### config.mk
export PLATFORM = sky130hd
export DESIGN_NAME = serial_add_ctrl
export DESIGN_NICKNAME = d
export VERILOG_FILES = /design/src/rtl/serial_add_ctrl_pkg.sv /design/src/rtl/serial_add_ctrl_fulladder.sv /design/src/rtl/serial_add_ctrl.sv
export SDC_FILE = /design/constraint.sdc
export NUM_CORES = 1
export LEC_CHECK = 0
export BUFFER_PORTS_ARGS = -buffer_cell sky130_fd_sc_hd__buf_2
export CAP_MARGIN = 20
export CORE_ASPECT_RATIO = 0.7
export CORE_UTILIZATION = 39
export DETAILED_ROUTE_END_ITERATION = 10
export GPL_ROUTABILITY_DRIVEN = 1
export SETUP_SLACK_MARGIN = 0.1
export SLEW_MARGIN = 20
export SYNTH_ARGS = -nofsm -noshare
export SYNTH_HDL_FRONTEND = slang
export SYNTH_SLANG_ARGS = --single-unit
### constraint.sdc
create_clock -name clk -period 3.3 [get_ports clk]
set_input_delay 0.165 -clock clk [delete_from_list [all_inputs] [get_ports clk]]
set_output_delay 0.165 -clock clk [all_outputs]
set_load 0.01 [all_outputs]
### src/rtl/serial_add_ctrl_pkg.sv
// Shared definitions for the bit-serial add/subtract engine.
package serial_add_ctrl_pkg;

  localparam int DEF_WIDTH = 8;

  typedef enum logic [1:0] {
    ST_IDLE = 2'd0,
    ST_RUN  = 2'd1,
    ST_DONE = 2'd2
  } state_t;

endpackage

### src/rtl/serial_add_ctrl_fulladder.sv
// Single-bit full adder cell shared by the serial engine.
module fulladder (
  input  logic a,
  input  logic b,
  input  logic ci,
  output logic s,
  output logic co
);

  // Sum and carry of one bit position.
  always_comb begin
    s  = a ^ b ^ ci;
    co = (a & b) | (a & ci) | (b & ci);
  end

endmodule

### src/rtl/serial_add_ctrl.sv
// Bit-serial add/subtract engine: one full adder sequenced over WIDTH bits,
// LSB first, with a registered carry. All outputs are registered.
//
//  state   | meaning
//  --------+----------------------------------------------
//  ST_IDLE | waiting for start, result held
//  ST_RUN  | shifting one bit per clock through the adder
//  ST_DONE | result valid for one cycle, start re-accepted
module serial_add_ctrl
  import serial_add_ctrl_pkg::*;
#(
  parameter int WIDTH = DEF_WIDTH,
  parameter int CNT_W = $clog2(WIDTH) + 1
) (
  input  logic             clk,
  input  logic             rst,
  input  logic             start,
  input  logic             sub,
  input  logic [WIDTH-1:0] a,
  input  logic [WIDTH-1:0] b,
  input  logic             cin,
  output logic             busy,
  output logic             done,
  output logic [WIDTH-1:0] sum,
  output logic             cout,
  output logic             ovf
);

  state_t           state;
  logic [WIDTH-1:0] a_sh;
  logic [WIDTH-1:0] b_sh;
  logic             carry_q;
  logic [CNT_W-1:0] count;
  logic             fa_s;
  logic             fa_co;
  logic             last_bit;

  assign last_bit = (count == CNT_W'(WIDTH - 1));

  fulladder u_fa (
    .a  (a_sh[0]),
    .b  (b_sh[0]),
    .ci (carry_q),
    .s  (fa_s),
    .co (fa_co)
  );

  // Sequencer: accept operands, shift them through the adder, publish result.
  always_ff @(posedge clk) begin
    if (rst) begin
      state   <= ST_IDLE;
      a_sh    <= '0;
      b_sh    <= '0;
      carry_q <= 1'b0;
      count   <= '0;
      busy    <= 1'b0;
      done    <= 1'b0;
      sum     <= '0;
      cout    <= 1'b0;
      ovf     <= 1'b0;
    end else begin
      done <= 1'b0;
      case (state)
        ST_IDLE, ST_DONE: begin
          if (start) begin
            // Subtraction is A + ~B + 1: invert B and force the carry-in.
            state   <= ST_RUN;
            a_sh    <= a;
            b_sh    <= b ^ {WIDTH{sub}};
            carry_q <= sub ? 1'b1 : cin;
            count   <= '0;
            busy    <= 1'b1;
            sum     <= '0;
            cout    <= 1'b0;
            ovf     <= 1'b0;
          end else begin
            state <= ST_IDLE;
          end
        end
        ST_RUN: begin
          a_sh    <= a_sh >> 1;
          b_sh    <= b_sh >> 1;
          sum     <= {fa_s, sum[WIDTH-1:1]};
          carry_q <= fa_co;
          count   <= count + 1'b1;
          if (last_bit) begin
            // carry_q here is the carry into the MSB.
            state <= ST_DONE;
            busy  <= 1'b0;
            done  <= 1'b1;
            cout  <= fa_co;
            ovf   <= carry_q ^ fa_co;
          end
        end
        default: begin
          state <= ST_IDLE;
          busy  <= 1'b0;
        end
      endcase
    end
  end

endmodule
After elaboration in Yosys (flattened, before gate mapping)
Cells that the tools add are included.
Cells by class
  add/subtract/negate cells: 1
  multiply operators: 0
  divide/modulo/power cells: 0
  $lt $le $gt $ge: 0
  eq/ne operators: 5
  shift operators: 0
  multiplexer cells: 23
  bitwise gates (word level): 10
  reduce and logical (&&, ||, !) cells: 7
Operator list (number)
  case mux 8 bit (2 select lines): 3
  2-to-1 mux 8 bit: 3
  2-to-1 mux 1 bit: 9
  case mux 1 bit (2 select lines): 4
  case mux 4 bit (2 select lines): 1
  bitwise XOR 8 bit: 1
  adder 4 x 1 -> 4 bit, second input constant: 1
  equality test 4 x 3 -> 1 bit, second input constant: 1
  2-to-1 mux 4 bit: 1
  inequality test 2 bit, second input constant: 2
  case mux 2 bit (2 select lines): 1
  AND reduction 2 bit: 2
  OR reduction 2 bit: 2
  bitwise AND 1 bit: 3
  AND reduction 3 bit: 1
  bitwise XOR 1 bit: 3
  equality test 2 x 1 -> 1 bit, second input constant: 1
  equality test 2 bit, second input constant: 1
  zero test 2 bit: 1
  2-to-1 mux 2 bit: 1
  OR 1 bit: 2
  nonzero test 2 bit: 1
  inverter 1 bit: 1
Word-level totals
  register bits after elaboration: 35
  latch bits: 0
  RAM bits: 0
  ROM bits: 0
  input bits: 21
  output and inout port bits: 12
  logic and storage cells: 56
  memories kept: 0

Longest topological paths before layout
  word-level depth: 6
  gate-level depth with buffers: 5
  gate-level depth less buffers: 4

Cells and area by module
From an unflattened synthesis, not the netlist that was laid out.
Unflattened totals
  cell total of the unflattened synthesis: 171
  area total of the unflattened synthesis: 1512.7 sq um
Modules (own cells, without submodules)
  serial_add_ctrl: instances 1, cells an instance 170, area each 1492.7 sq um, seq. area each 700.7 sq um
  fulladder: instances 1, cells an instance 1, area each 20.0 sq um, seq. area each 0.0 sq um

Worst setup path before layout
No wires, ideal clock.
  kind: register to register
  start: register carry_q
  end: register ovf
  setup time: 0.132 ns
  data arrival time: 1.064 ns
  data required time: 3.168 ns
  slack: 2.104 ns
  stages on the path, launching flop included: 5
  buffers on the path: 0
  period minus slack after synthesis: 1.196 ns
  cells stage by stage: dfxtp_1 > fa_1 > xor2_1 > nand3_1 > a21oi_1
Between the ends
  cells in the longest elaborated chain, start to end: 6
  elaborated cells on any way between the ends: 7
  those cells by class: mux (2); bitwise (5)
Ends and longest elaborated chain
  start: declaration: RTL line serial_add_ctrl.sv:32  | logic carry_q;
  start signal: assignment: RTL line serial_add_ctrl.sv:70  | carry_q <= sub ? 1'b1 : cin;
  start signal: assignment: RTL line serial_add_ctrl.sv:84  | carry_q <= fa_co;
  bitwise AND 1 bit: RTL line serial_add_ctrl_fulladder.sv:13  | co = (a & b) | (a & ci) | (b & ci);
  OR 1 bit (2 in a row): RTL line serial_add_ctrl_fulladder.sv:13
  bitwise XOR 1 bit *: RTL line serial_add_ctrl.sv:92  | ovf <= carry_q ^ fa_co;
  2-to-1 mux 1 bit *: RTL line serial_add_ctrl.sv:86  | if (last_bit) begin
  case mux 1 bit (2 select lines) *: RTL line serial_add_ctrl.sv:63  | case (state)
  end signal: assignment: RTL line serial_add_ctrl.sv:92
  end: declaration: RTL line serial_add_ctrl.sv:26  | output logic ovf
Every way passes the cells marked *; elsewhere a longest branch is shown, timed or not. The select of a mux whose other input is x is not followed.
A chain may end at the register's enable or synchronous reset.

Final worst setup path
  start: register state[1]
  end: register count[2]
Between the ends
  cells in the longest elaborated chain, start to end: 4
  elaborated cells on any way between the ends: 8
  those cells by class: eq/ne (3); mux (1); reduce/logical (4)
Ends and longest elaborated chain
  start: declaration: RTL line serial_add_ctrl.sv:29  | state_t state;
  start signal: assignment: RTL line serial_add_ctrl.sv:51  | state <= ST_IDLE;
  start signal: assignment: RTL line serial_add_ctrl.sv:67  | state <= ST_RUN;
  start signal: assignment: RTL line serial_add_ctrl.sv:77  | state <= ST_IDLE;
  equality test 2 bit / zero test 2 bit (equally long branches): RTL line serial_add_ctrl.sv:63
  OR reduction 2 bit: RTL line serial_add_ctrl.sv:63
  inequality test 2 bit (no line) / nonzero test 2 bit (equally long branches)
  AND reduction 2 bit (no line)
  end signal: assignment: RTL line serial_add_ctrl.sv:85  | count <= count + 1'b1;
  end: declaration: RTL line serial_add_ctrl.sv:33  | logic [CNT_W-1:0] count;
Several ways; a longest one is shown, not always the timed one.

==> run summary <==
STA classifies the critical path endpoint as a flop. TritonCTS created 5 clock buffers. The most used flip-flop cell after synthesis is sky130_fd_sc_hd__dfxtp_1. The area growth from synthesis to layout came out at 16.8%. The area of the mapped netlist is 0.00151 mm2.

After clock tree synthesis, the repair step resized 0 gates. The worst setup slack after placement is roughly 1.5 ns. The clock period minus final worst setup slack is between 1.5 and 2 ns.

The post-route core utilization came out at roughly half. The largest driver fanout on the critical path came out at 19. The clock sink count is 35. The total number of H-tree levels is 2. The total DRC errors in the routed layout came out at 0. The fraction of power consumed by combinational cells came out at 12.0%. The detailed router's first-iteration violation count came out at 68.

The final critical path takes up 54.9% of the cycle. Setup repair after global routing left no endpoint under its margin. The max-slew violation count came out at 0. The number of antenna violations at the first check in global routing came out at 0. The power density of the placed cells came out at 510 mW/mm2. The final instance area is 0.00176 mm2. The HPWL after detailed placement came out at 2080 um. The maximum root-to-sink buffer count is 2.

The share of async-settable or async-resettable flops after synthesis came out at 0%. The most common cell in the synthesized netlist is sky130_fd_sc_hd__dfxtp_1. The data required time of the critical path came out at 3.50 ns. The average footprint of a synthesized cell came out at between 8 and 9 um2. The synthesized netlist devotes 2.16% of its cell area to adder and majority cells. The total power is between 0.8 and 0.9 mW. The tree is rooted in a sky130_fd_sc_hd__clkbuf_8. The vertical extent of the die came out at approximately 54 um. The clock arrives with around 0.0057 ns of skew. After Yosys synthesis, XOR and XNOR cells account for 5.23% of the synthesized area. The fraction of the yosys area taken by sequential cells came out at a little under half. The area of placed instances came out at 0.00166 mm2. The post-synthesis net count came out at 194.

The cell count after synthesis is 171. The number of vias per cell after detailed routing came out at 5.23. The number of antenna diodes is 0. The analysis attributes to net switching a power of 0.223 mW. Clock-pin slew was measured on the worst setup and hold paths at approximately 0.070 ns.

Derived from the worst setup path, the maximum achievable clock frequency is 552 MHz. STA classifies the critical path startpoint as a flop. The average routed wire per standard cell is 12.9 um. The final hold violation count was 0. The Yosys warning count came out at 0. The floorplan step set the die width to roughly 76 um. The initial core utilization came out at 41.8%. The run finished with clean final reports. In the post-synthesis netlist, the biggest area contributors are sky130_fd_sc_hd__dfxtp_1, sky130_fd_sc_hd__a21oi_1, sky130_fd_sc_hd__nand3_1.

The worst setup slack after layout is ~1.5 ns. The via count is 1,286. The total setup violations reported at the end of the flow is 0.

At the worst endpoint, the arrival time is about 2.0 ns. The sum of routed wire length over all layers is 3180 um. The placeable core area is 0.00360 mm2. The share of total power consumed by net switching is ~25%. The I/O pin count is 33. The complex-gate fraction of the synthesized area came out at around a fifth.

VDD sags by at most approximately 230 uV. The worst-case headroom to the max-slew limit is 29.8%. After clock tree synthesis, the flow added hold-fix buffers numbering 0. The number of setup buffers added after CTS is 0. After synthesis, the most frequently instantiated cells are sky130_fd_sc_hd__dfxtp_1, sky130_fd_sc_hd__a21oi_1, sky130_fd_sc_hd__nand3_1. The residual overflow from global routing came out at 0. Yosys mapped the design onto 27 distinct sky130hd cell types. The simple-gate share of the synthesized area is 18.4%. After the last flow step, the layout net total stands at 218. The max-cap check violation count came out at 0.

The number of buffers added on ports came out at 32. The share of post-route cells with drive strength above 1 is between 20 and 25%. The pin count of the biggest net entering global routing is 37. The synthesized design contains 35 register bits. Internal power comes to 0.675 mW. The largest total area in the synthesized netlist belongs to sky130_fd_sc_hd__dfxtp_1. The final weighted congestion of routability-driven global placement is 0.737. The static leakage power is 0.696 nW. TritonCTS built the clock tree. The clock network accounts for 37.2% of the total power.

In this run, synthesis inferred 0 flip-flops with an integrated enable. In this run the register-to-register setup slack is 1.49 ns. The min-delay analysis places its worst path in the category in -> reg. The setup total negative slack came out at 0 ns.

The slew at the pin closest to its max-slew limit came out at 1.05 ns. The share of cell area taken by muxes after synthesis came out at about 1.7%. The full die area came out at between 0.004 and 0.005 mm2. The largest family of logic cells by synthesized area is compound AO/OA/AOI/OAI gates. Registers are responsible for 50.8% of the overall power. The fraction of post-synthesis cell area in the top cell type by area came out at 46.5%. The worst setup path category is reg -> reg.

The via count of the first global-routing pass is between 1,000 and 1,500. The first-pass GRT wire length is 5380 um. The number of inserted filler cells in the final layout is 365. In the global route stage, overall resource usage came out at between 10% and 20%. The insertion delay of the later-clocked pin in the worst-skew pair came out at between 0.2 and 0.3 ns. The number of antenna-violating nets in the routed design came out at 0. The first-pass detailed-route iteration total came out at 4. The floorplan row count came out at 18.
-- registers in the layout, summed over array words and instances, names as in the netlist --
| signal | cells |
|---|---|
| b_sh | 8 |
| cout | 1 |
| ovf | 1 |
| state | 2 |
| sum | 8 |
| count | 4 |
| a_sh | 8 |
| carry_q | 1 |
| busy | 1 |
| done | 1 |
-- power groups by stage --
stage | clock network (mW) | logic, mW | registers, mW
final | 0.334 | 0.107 | 0.456
after global routing | 0.364 | 0.121 | 0.459
after CTS | 0.341 | 0.107 | 0.456
after detailed placement | 0 | 0.107 | 0.466
after global placement | 0 | 0.105 | 0.465
after floorplan | 0 | 0.0820 | 0.464
-- cell families after synthesis --
| logic type | after synthesis |
|---|---|
| compound gates | 51 |
| xor+xnor | 9 |
| fa+ha+maj | 2 |
| buf+inv | 17 |
| flops | 35 |
| mux | 2 |
| simple gates | 55 |
-- path summary, 6_finish.rpt --
kind | start | end | cells after the start
worst max-delay path | state[1]$_SDFFE_PP0P_ | count[2]$_SDFFE_PP0P_ | 4
worst min-delay path | a[7] | a_sh[7]$_SDFFE_PP0P_ | 3
worst max register to register | state[1]$_SDFFE_PP0P_ | count[2]$_SDFFE_PP0P_ | 4
worst min register to register | a_sh[4]$_SDFFE_PP0P_ | a_sh[4]$_SDFFE_PP0P_ | 2
-- metal layers --
metal | GRT usage [%] | share of wire [%] | vias up
li1 | - | - | 655
met1 | 20.1 | 48 | 589
met2 | 29.0 | 45 | 36
met3 | 5.93 | 5.7 | 6
met4 | 9.29 | 1.2 | 0
met5 | 0 | 0 | -
-- metrics by stage --
step	instances	hold slack [ns]
after floorplan	171	0.301
final	246	0.134
after detailed placement	238	0.425
after global placement	238	0.416
after global routing	246	0.145
after CTS	246	0.128
-- final cells by class --
type	instances	area [um2]	area share [%]
tap	50	62.6	3.55
clock buffer	8	100	5.69
timing repair buffer	34	175	9.95
multi-input combinational	119	722	41.0
sequential	35	701	39.8
-- worst max-delay path, stage by stage (launching register included) --
cell and delay, ns:
sky130_fd_sc_hd__dfxtp_1 0.33, sky130_fd_sc_hd__nand2b_1 0.54, sky130_fd_sc_hd__buf_4 0.32, sky130_fd_sc_hd__mux2_4 0.32, sky130_fd_sc_hd__a211oi_2 0.21
-- cell usage in the layout (no fill, tap or decap) --
master,Yosys,routed
sky130_fd_sc_hd__dfxtp_1,35,35
sky130_fd_sc_hd__buf_2,8,32
sky130_fd_sc_hd__a21oi_1,31,31
sky130_fd_sc_hd__nand3_1,29,29
sky130_fd_sc_hd__a22oi_1,14,14
sky130_fd_sc_hd__nand2_1,12,12
sky130_fd_sc_hd__xor2_1,9,9
sky130_fd_sc_hd__clkbuf_8,0,7
sky130_fd_sc_hd__nand2b_1,3,3
sky130_fd_sc_hd__nand3b_1,2,2
sky130_fd_sc_hd__o211ai_1,2,2
sky130_fd_sc_hd__nor3_1,2,2
sky130_fd_sc_hd__nor2_1,2,2
sky130_fd_sc_hd__buf_4,3,2
sky130_fd_sc_hd__and2b_1,1,1
sky130_fd_sc_hd__nor2b_1,1,1
sky130_fd_sc_hd__mux2_4,1,1
sky130_fd_sc_hd__a211oi_2,1,1
sky130_fd_sc_hd__o21ai_0,1,1
sky130_fd_sc_hd__a31oi_1,1,1
sky130_fd_sc_hd__o21bai_1,1,1
sky130_fd_sc_hd__and3b_1,1,1
sky130_fd_sc_hd__nor3b_1,1,1
sky130_fd_sc_hd__nand4_1,1,1
sky130_fd_sc_hd__mux2_2,1,1
sky130_fd_sc_hd__fa_1,1,1
sky130_fd_sc_hd__ha_1,1,1
sky130_fd_sc_hd__clkbuf_1,6,1
No activity file was read; power rests on OpenSTA's default activity.
